File: src/rtl/hack_pkg.sv
// Shared definitions for the Hack CPU control stage: FSM encoding,
// instruction field positions and dest/jump bit indices.
package hack_pkg;

   localparam int unsigned WORD_W = 16;
   localparam int unsigned CTRL_W = 6;

   // Instruction field positions
   localparam int unsigned IR_CTYPE   = 15;
   localparam int unsigned IR_A       = 12;
   localparam int unsigned IR_C_HI    = 11;
   localparam int unsigned IR_C_LO    = 6;
   localparam int unsigned IR_DEST_HI = 5;
   localparam int unsigned IR_DEST_LO = 3;
   localparam int unsigned IR_JMP_HI  = 2;
   localparam int unsigned IR_JMP_LO  = 0;

   // Bit indices inside the 3-bit dest field {A,D,M}
   localparam int unsigned DEST_A = 2;
   localparam int unsigned DEST_D = 1;
   localparam int unsigned DEST_M = 0;

   // Bit indices inside the 3-bit jump field {lt,eq,gt}
   localparam int unsigned JMP_LT = 2;
   localparam int unsigned JMP_EQ = 1;
   localparam int unsigned JMP_GT = 0;

   typedef enum logic [2:0] {
      ST_FETCH  = 3'd0,
      ST_DECODE = 3'd1,
      ST_MRD    = 3'd2,
      ST_EXEC   = 3'd3,
      ST_MWR    = 3'd4
   } state_t;

endpackage

File: src/rtl/hack_jump_unit.sv
// Jump decision from the {lt,eq,gt} jump bits and the ALU zr/ng flags.
//   jmp    : {lt,eq,gt} field of the C-instruction
//   zr, ng : ALU zero / negative flags
//   take_c : combinational jump-taken decision
module hack_jump_unit
   import hack_pkg::*;
(
   input  logic [2:0] jmp,
   input  logic       zr,
   input  logic       ng,
   output logic       take_c
);

   always_comb begin
      take_c = (jmp[JMP_LT] & ng) |
               (jmp[JMP_EQ] & zr) |
               (jmp[JMP_GT] & ~ng & ~zr);
   end

endmodule

File: src/rtl/hack_cpu_ctrl.sv
// Multi-cycle Hack CPU control/datapath stage feeding an external ALU.
// Holds A, D, PC, IR, MDR; fetches via imem req/ack and accesses data
// memory via dmem req/ack, so wait-state memories are supported.
//   imem_*  : instruction fetch handshake (addr = PC)
//   dmem_*  : data read (a=1 operand) / write (dest M) handshake
//   alu_*   : operands/control to the ALU and its result/flags back
//   retire  : one-cycle pulse per completed instruction
//   pc      : current PC (debug)
module hack_cpu_ctrl
   import hack_pkg::*;
#(
   parameter int unsigned         ADDR_W   = 15,
   parameter logic [ADDR_W-1:0]   RESET_PC = '0
)(
   input  logic                clk,
   input  logic                rst_n,
   output logic                imem_req,
   output logic [ADDR_W-1:0]   imem_addr,
   input  logic                imem_ack,
   input  logic [WORD_W-1:0]   imem_rdata,
   output logic                dmem_req,
   output logic                dmem_we,
   output logic [ADDR_W-1:0]   dmem_addr,
   output logic [WORD_W-1:0]   dmem_wdata,
   input  logic                dmem_ack,
   input  logic [WORD_W-1:0]   dmem_rdata,
   output logic [WORD_W-1:0]   alu_x,
   output logic [WORD_W-1:0]   alu_y,
   output logic [CTRL_W-1:0]   alu_ctrl,
   input  logic [WORD_W-1:0]   alu_out,
   input  logic                alu_zr,
   input  logic                alu_ng,
   output logic                retire,
   output logic [ADDR_W-1:0]   pc
);

   state_t              state_q, state_d;
   logic [WORD_W-1:0]   a_q, a_d;
   logic [WORD_W-1:0]   d_q, d_d;
   logic [WORD_W-1:0]   ir_q, ir_d;
   logic [WORD_W-1:0]   mdr_q, mdr_d;
   logic [ADDR_W-1:0]   pc_d;
   logic [ADDR_W-1:0]   daddr_d;
   logic [WORD_W-1:0]   wdata_d;
   logic [WORD_W-1:0]   alu_y_d;
   logic                imem_req_d, dmem_req_d, dmem_we_d, retire_d;
   logic [2:0]          dest_c;
   logic                take_c;

   assign dest_c    = ir_q[IR_DEST_HI:IR_DEST_LO];
   assign imem_addr = pc;
   assign alu_x     = d_q;
   assign alu_ctrl  = ir_q[IR_C_HI:IR_C_LO];

   hack_jump_unit u_jump (
      .jmp    (ir_q[IR_JMP_HI:IR_JMP_LO]),
      .zr     (alu_zr),
      .ng     (alu_ng),
      .take_c (take_c)
   );

   // Next-state and next-register values
   always_comb begin
      state_d  = state_q;
      pc_d     = pc;
      a_d      = a_q;
      d_d      = d_q;
      ir_d     = ir_q;
      mdr_d    = mdr_q;
      daddr_d  = dmem_addr;
      wdata_d  = dmem_wdata;
      retire_d = 1'b0;

      case (state_q)
         ST_FETCH: begin
            if (imem_req && imem_ack) begin
               ir_d    = imem_rdata;
               state_d = ST_DECODE;
            end
         end
         ST_DECODE: begin
            if (!ir_q[IR_CTYPE]) begin
               a_d      = ir_q;
               pc_d     = pc + ADDR_W'(1);
               retire_d = 1'b1;
               state_d  = ST_FETCH;
            end else if (ir_q[IR_A]) begin
               daddr_d  = a_q[ADDR_W-1:0];
               state_d  = ST_MRD;
            end else begin
               state_d  = ST_EXEC;
            end
         end
         ST_MRD: begin
            if (dmem_req && dmem_ack) begin
               mdr_d   = dmem_rdata;
               state_d = ST_EXEC;
            end
         end
         ST_EXEC: begin
            // Write address and jump target both use A before this write
            if (dest_c[DEST_D]) d_d = alu_out;
            if (dest_c[DEST_A]) a_d = alu_out;
            daddr_d = a_q[ADDR_W-1:0];
            wdata_d = alu_out;
            pc_d    = take_c ? a_q[ADDR_W-1:0] : pc + ADDR_W'(1);
            if (dest_c[DEST_M]) begin
               state_d = ST_MWR;
            end else begin
               retire_d = 1'b1;
               state_d  = ST_FETCH;
            end
         end
         ST_MWR: begin
            if (dmem_req && dmem_ack) begin
               retire_d = 1'b1;
               state_d  = ST_FETCH;
            end
         end
         default: begin
            state_d = ST_FETCH;
         end
      endcase

      // Requests follow the state being entered so they are registered
      imem_req_d = (state_d == ST_FETCH);
      dmem_req_d = (state_d == ST_MRD) || (state_d == ST_MWR);
      dmem_we_d  = (state_d == ST_MWR);
      alu_y_d    = ir_d[IR_A] ? mdr_d : a_d;
   end

   // State and output registers
   always_ff @(posedge clk or negedge rst_n) begin
      if (!rst_n) begin
         state_q    <= ST_FETCH;
         pc         <= RESET_PC;
         a_q        <= '0;
         d_q        <= '0;
         ir_q       <= '0;
         mdr_q      <= '0;
         imem_req   <= 1'b0;
         dmem_req   <= 1'b0;
         dmem_we    <= 1'b0;
         dmem_addr  <= '0;
         dmem_wdata <= '0;
         alu_y      <= '0;
         retire     <= 1'b0;
      end else begin
         state_q    <= state_d;
         pc         <= pc_d;
         a_q        <= a_d;
         d_q        <= d_d;
         ir_q       <= ir_d;
         mdr_q      <= mdr_d;
         imem_req   <= imem_req_d;
         dmem_req   <= dmem_req_d;
         dmem_we    <= dmem_we_d;
         dmem_addr  <= daddr_d;
         dmem_wdata <= wdata_d;
         alu_y      <= alu_y_d;
         retire     <= retire_d;
      end
   end

endmodule

File: config.mk
export PLATFORM = sky130hd
export DESIGN_NAME = hack_cpu_ctrl
export DESIGN_NICKNAME = d
export VERILOG_FILES = /design/src/rtl/hack_pkg.sv /design/src/rtl/hack_jump_unit.sv /design/src/rtl/hack_cpu_ctrl.sv
export SDC_FILE = /design/constraint.sdc
export NUM_CORES = 1
export LEC_CHECK = 0
export CAP_MARGIN = 20
export CORE_MARGIN = 2
export CORE_UTILIZATION = 35
export CTS_BUF_LIST = sky130_fd_sc_hd__clkbuf_16
export CTS_CLUSTER_SIZE = 12
export DETAILED_ROUTE_END_ITERATION = 8
export HOLD_SLACK_MARGIN = 0.06
export PLACE_DENSITY_LB_ADDON = 0.2
export SYNTH_ARGS = -nofsm -noshare
export SYNTH_HDL_FRONTEND = slang
export SYNTH_SLANG_ARGS = --single-unit
File: constraint.sdc
create_clock -name clk -period 2.13 [get_ports clk]
set_clock_uncertainty 0.1 [all_clocks]
set_input_delay 0.426 -clock clk [delete_from_list [all_inputs] [get_ports clk]]
set_output_delay 0.426 -clock clk [all_outputs]
set_load 0.01 [all_outputs]
### After elaboration in Yosys (flattened, before gate mapping)

Index checks and enable logic that the tools add are counted.

* register bits: 133
* bits of input ports: 54
* output and inout bits: 103
* word-level logic and storage cells: 67

* $add $sub $neg: 1
* equal/unequal tests: 9
* muxes and demuxes: 25
* bitwise operators: 8
* reductions and logical operators: 10

Operators with widths (count)
* $mux W16: 5
* $mux W15: 4
* $pmux W15 S2: 2
* $pmux W16 S2: 1
* $mux W13: 2
* $add A15 B1 Y15 const B: 1
* $pmux W3 S5: 1
* $mux W3: 4
* $eq A3 B2 Y1 const B: 3
* $eq A3 B3 Y1 const B: 2
* $logic_not A3 Y1: 2
* $ne A2 B2 Y1 const B: 3
* $reduce_and A2 Y1: 3
* $and A1 B1 Y1: 4
* $mux W1: 4
* $eq A3 B1 Y1 const B: 1
* $pmux W1 S3: 1
* $reduce_and A3 Y1: 1
* $logic_and A1 B1 Y1: 2
* $mux W2: 1
* $not A1 Y1: 2
* $or A1 B1 Y1: 2
* $reduce_bool A2 Y1: 1
* $logic_or A1 B1 Y1: 1

### Depth between registers and ports, before layout

* word-level depth: 6
* depth in mapped cells: 7
* depth with buffers taken out: 5

### Modules after synthesis

A second synthesis with hierarchy kept.

* cells, all modules: 480
* area total of the unflattened synthesis: 5750.5 µm²

By module, submodules not included
* hack_cpu_ctrl: instances 1, cells an instance 478, area each 5733.0 µm², sequential area each 3328.2 µm²
* hack_jump_unit: instances 1, cells an instance 2, area each 17.5 µm², sequential area each 0.0 µm²

### Worst setup path after synthesis

OpenSTA, ideal clock, no wires.

* kind: register to register
* from: register state_q[0]
* to: register alu_y[15]
* arrival time: 1.600 ns
* required time: 1.905 ns
* setup slack: 0.305 ns
* stages on the path, launching flop included: 6
* path buffers: 1
* period minus slack after synthesis: 1.825 ns
* path through: dfrtp_1 -> buf_4 -> nand2b_4 -> nor3_4 -> mux2_2 -> mux2_4

* longest elaborated chain between the ends: 3
* elaborated cells between the ends (all ways): 8
* those cells by class: eq/ne: 3; mux: 4; reduce/logical: 1

Ends and longest elaborated chain
* start, declared: RTL line hack_cpu_ctrl.sv:37 `state_t state_q, state_d;`
* start signal, assigned: RTL line hack_cpu_ctrl.sv:149 `state_q <= state_d;`
* $eq A3 B2 Y1: RTL line hack_cpu_ctrl.sv:74 `case (state_q)`
* $mux W16: RTL line hack_cpu_ctrl.sv:74
* net mdr_d[15]: RTL line hack_cpu_ctrl.sv:41 `logic [WORD_W-1:0] mdr_q, mdr_d;`
* $mux W16: RTL line hack_cpu_ctrl.sv:129 `alu_y_d = ir_d[IR_A] ? mdr_d : a_d;`
* net alu_y_d[15]: RTL line hack_cpu_ctrl.sv:45 `logic [WORD_W-1:0] alu_y_d;`
* end signal, assigned: RTL line hack_cpu_ctrl.sv:160 `alu_y <= alu_y_d;`
* end, declared: RTL line hack_cpu_ctrl.sv:28 `output logic [WORD_W-1:0] alu_y,`

The timed path passes the listed nets, and every way through them passes these cells.
A chain may end at the register's enable or synchronous reset.

### Worst setup path in the final report

* from: register pc[6] (netlist: imem_addr[6])
* to: output port pc[6]

RTL lines
* start, declared: RTL line hack_cpu_ctrl.sv:34 `output logic [ADDR_W-1:0] pc`
* start signal, assigned: RTL line hack_cpu_ctrl.sv:150 `pc <= pc_d;`

No word-level cell between the ends.

==> flow_summary.ini <==
[setup_path]
cp-start-kind = flop
r2r_start = state_q[0]$_DFF_PN0_
path_max_fanout = 8
worst_r2r_path_depth = 5
cp_num_cells = 1
reg2reg_slack_ns = 0.12
cp_slowest_cell = clkdlybuf4s50_1
cp-end-kind = output port
cp-startpoint = imem_addr[6]$_DFFE_PN0P_
critPathKind = flop to output port
cp_top_family = buffers and inverters
critPathBufInv = 1
required_ns = 1.60
reg2reg_to = alu_y[13]$_DFF_PN0_
path_cells = clkdlybuf4s50_1
cp_slowest_stage_delay_ns = 0.62
cp.arrival_ns = 1.53

[synth]
ys_seq_area_share_pct = 56.4
synthArstFlopShare_pct = 100
ys_types = 57
synth.most_common_cell = dfrtp_1
synthCells = 459
synth_warnings = 0
syn_area_per_cell_um2 = 12.9
yosys.area.top_type = dfrtp_1
ys_ff_latch = 133
synth.area.top_cells = dfrtp_1 (56%), mux2_2 (9.0%), mux2i_1 (6.3%), buf_4 (3.6%), mux2_1 (3.2%)
syn-num-nets = 514
synth_commonest_cells = dfrtp_1 (133), mux2_2 (47), mux2i_1 (37)
synth_top_area_share_pct = 56.4
synth_edf_count = 0
synth_ff_type = dfrtp_1
synth_area_mm2 = 0.00590

[hold_path]
hold_path_startpoint = mdr_q[13]$_DFF_PN0_
holdCritPathClass = flop to flop
hold_end = mdr_q[13]$_DFF_PN0_
holdPathStages = 2

[floorplanning]
dieWidth_um = 134
fp.dieArea_mm2 = 0.0179
pin_count = 157
coreArea_mm2 = 0.0165
start_util_pct = 35.7
rows = 47
dieHeight_um = 134

[clock_tree]
clkSinkCount = 133
clockRootBuffer = clkbuf_16
clk_path_buf_depth = 2
clk_latency_ns = 0.41
path_clk_slew_ns = 0.05
cts_buffers = 17
htreeDepth = 4
cts_tree = done

[route]
viasPerCell = 4.92
postRouteAntennaNets = 0
routed_wl_um = 14800
wl_per_cell_um = 17.4
drcViolationCount = 0
vias = 4180
drt_first_pass_iters = 4
first_iter_violations = 246

[global_route]
grt_pass1_wl_um = 23900
grt_antenna_before_repair = 0
grt_max_degree = 47
overflow = 0
grt_pass1_vias = 4501
grt_util_all_layers_pct = 17.2

[sta]
worst_pin_slew_ns = 0.460
setup_ws_ns = 0.0761
final_max_slew_viol_count = 0
hold_viol_final = 0
min_period_over_period_pct = 96.4
slew_headroom_pct = 69.3
max_freq_mhz = 487
rsz0062_at_grt = false
fin_tns_setup_ns = 0
fin_crit_ns = 2.05
setup_viol = 0

[placement]
numPortBuffers = 156
place_congestion = 0.863
dp_hpwl_um = 11100
placed_area_mm2 = 0.00766
preCtsSetupSlack_ns = -0.121

[power_and_ir_drop]
ir_drop_mv = 0.653
cellPowerDensity_mw_per_mm2 = 1550
p_leak_nw = 3.73
power_w = 0.0129

[finish]
nets = 672
fillers = 1466
antenna-diode-count = 0
area_delta_synth_final_pct = 40.8
drive_above_1_share_pct = 18.4
fin_util_pct = 50.3
finish.instance_area_mm2 = 0.00832

[flow_run]
maxCapViolCount = 0

[outcome]
status = complete, no violations
-- worst max-delay path by stage --
stage                                            to  slack (ns)
after floorplan                 alu_y[15]$_DFF_PN0_        0.30
after global placement    imem_addr[13]$_DFFE_PN0P_       -0.11
after detailed placement  imem_addr[13]$_DFFE_PN0P_       -0.12
after CTS                                     pc[6]        0.05
after global routing                          pc[6]        0.02
final                                         pc[6]        0.08
-- flip-flops by register name (all words and copies together) (netlist names) --
register / cells
a_q: 16
alu_x: 16
alu_y: 16
dmem_wdata: 16
ir_q: 16
mdr_q: 16
dmem_addr: 15
imem_addr: 15
state_q: 3
dmem_req: 1
dmem_we: 1
imem_req: 1
retire: 1
-- report_power, final --
part / total, W / internal, W / switching (W)
logic: 0.00518 / 0.00295 / 0.00223
clock network: 0.00314 / 0.00206 / 0.00108
registers: 0.00454 / 0.00369 / 0.000846
total: 0.0129 / 0.00871 / 0.00416
-- what timing repair did --
action,in CTS,in global routing
hold buffers,1,0
resized for setup,0,1
buffers inserted,0,0
endpoints found under the hold margin,43,0
endpoints found under the setup margin,0,1
-- metal layers --
metal,part of all wire (%),track usage [%],up-vias
li1,-,-,1940
met1,45,22.3,2098
met2,48,27.9,131
met3,5.9,4.65,11
met4,1.2,6.03,0
met5,0,0,-
-- layout make-up --
cell class                 count  area, µm²  share of cell area, %
clock buffer                  17        425                   5.12
clock inverter                15        211                   2.54
inverter                      34        128                   1.53
multi-input combinational    247       2120                   25.5
sequential                   133       3330                   40.0
tap                          220        275                   3.31
timing repair buffer         184       1830                   22.0
-- layout by cell type (no fill, tap or decap), types with 2 or more instances in the layout --
master	count
clkdlybuf4s50_1	155
dfrtp_1	133
mux2_2	47
mux2i_1	37
inv_1	35
buf_4	23
mux2_1	17
clkbuf_16	17
a22oi_1	16
a21oi_1	16
nand2_1	12
a21boi_1	10
nand3_1	10
nand4_1	7
a2bb2oi_1	7
and3_1	5
bufinv_16	5
nor2_1	4
a21boi_0	4
nand2b_1	4
nor3_1	4
clkinv_2	4
buf_12	4
and4_1	3
and4b_1	2
o22ai_1	2
and2_1	2
a32o_1	2
nor2b_1	2
mux2_4	2
o21ai_1	2
a21o_1	2
a211oi_1	2
a31oi_1	2
clkinv_4	2
-- kinds of logic after synthesis --
group	count (synthesis)	share of synthesized area [%]
adder cells (fa/ha/maj)	1	0.212
buffers and inverters	79	7.78
AO/OA/AOI/OAI	73	8.77
multiplexers	104	19.4
AND/OR/NAND/NOR	69	7.50
flip-flops	133	56.4
-- per-stage QoR --
step                hold WS (ns)  std cells
floorplan                 0.0304        459
global placement           0.285        817
detailed placement         0.291        817
CTS                        0.383        850
global route               0.403        850
finish                     0.379        850
No activity file was read; power rests on OpenSTA's default activity.
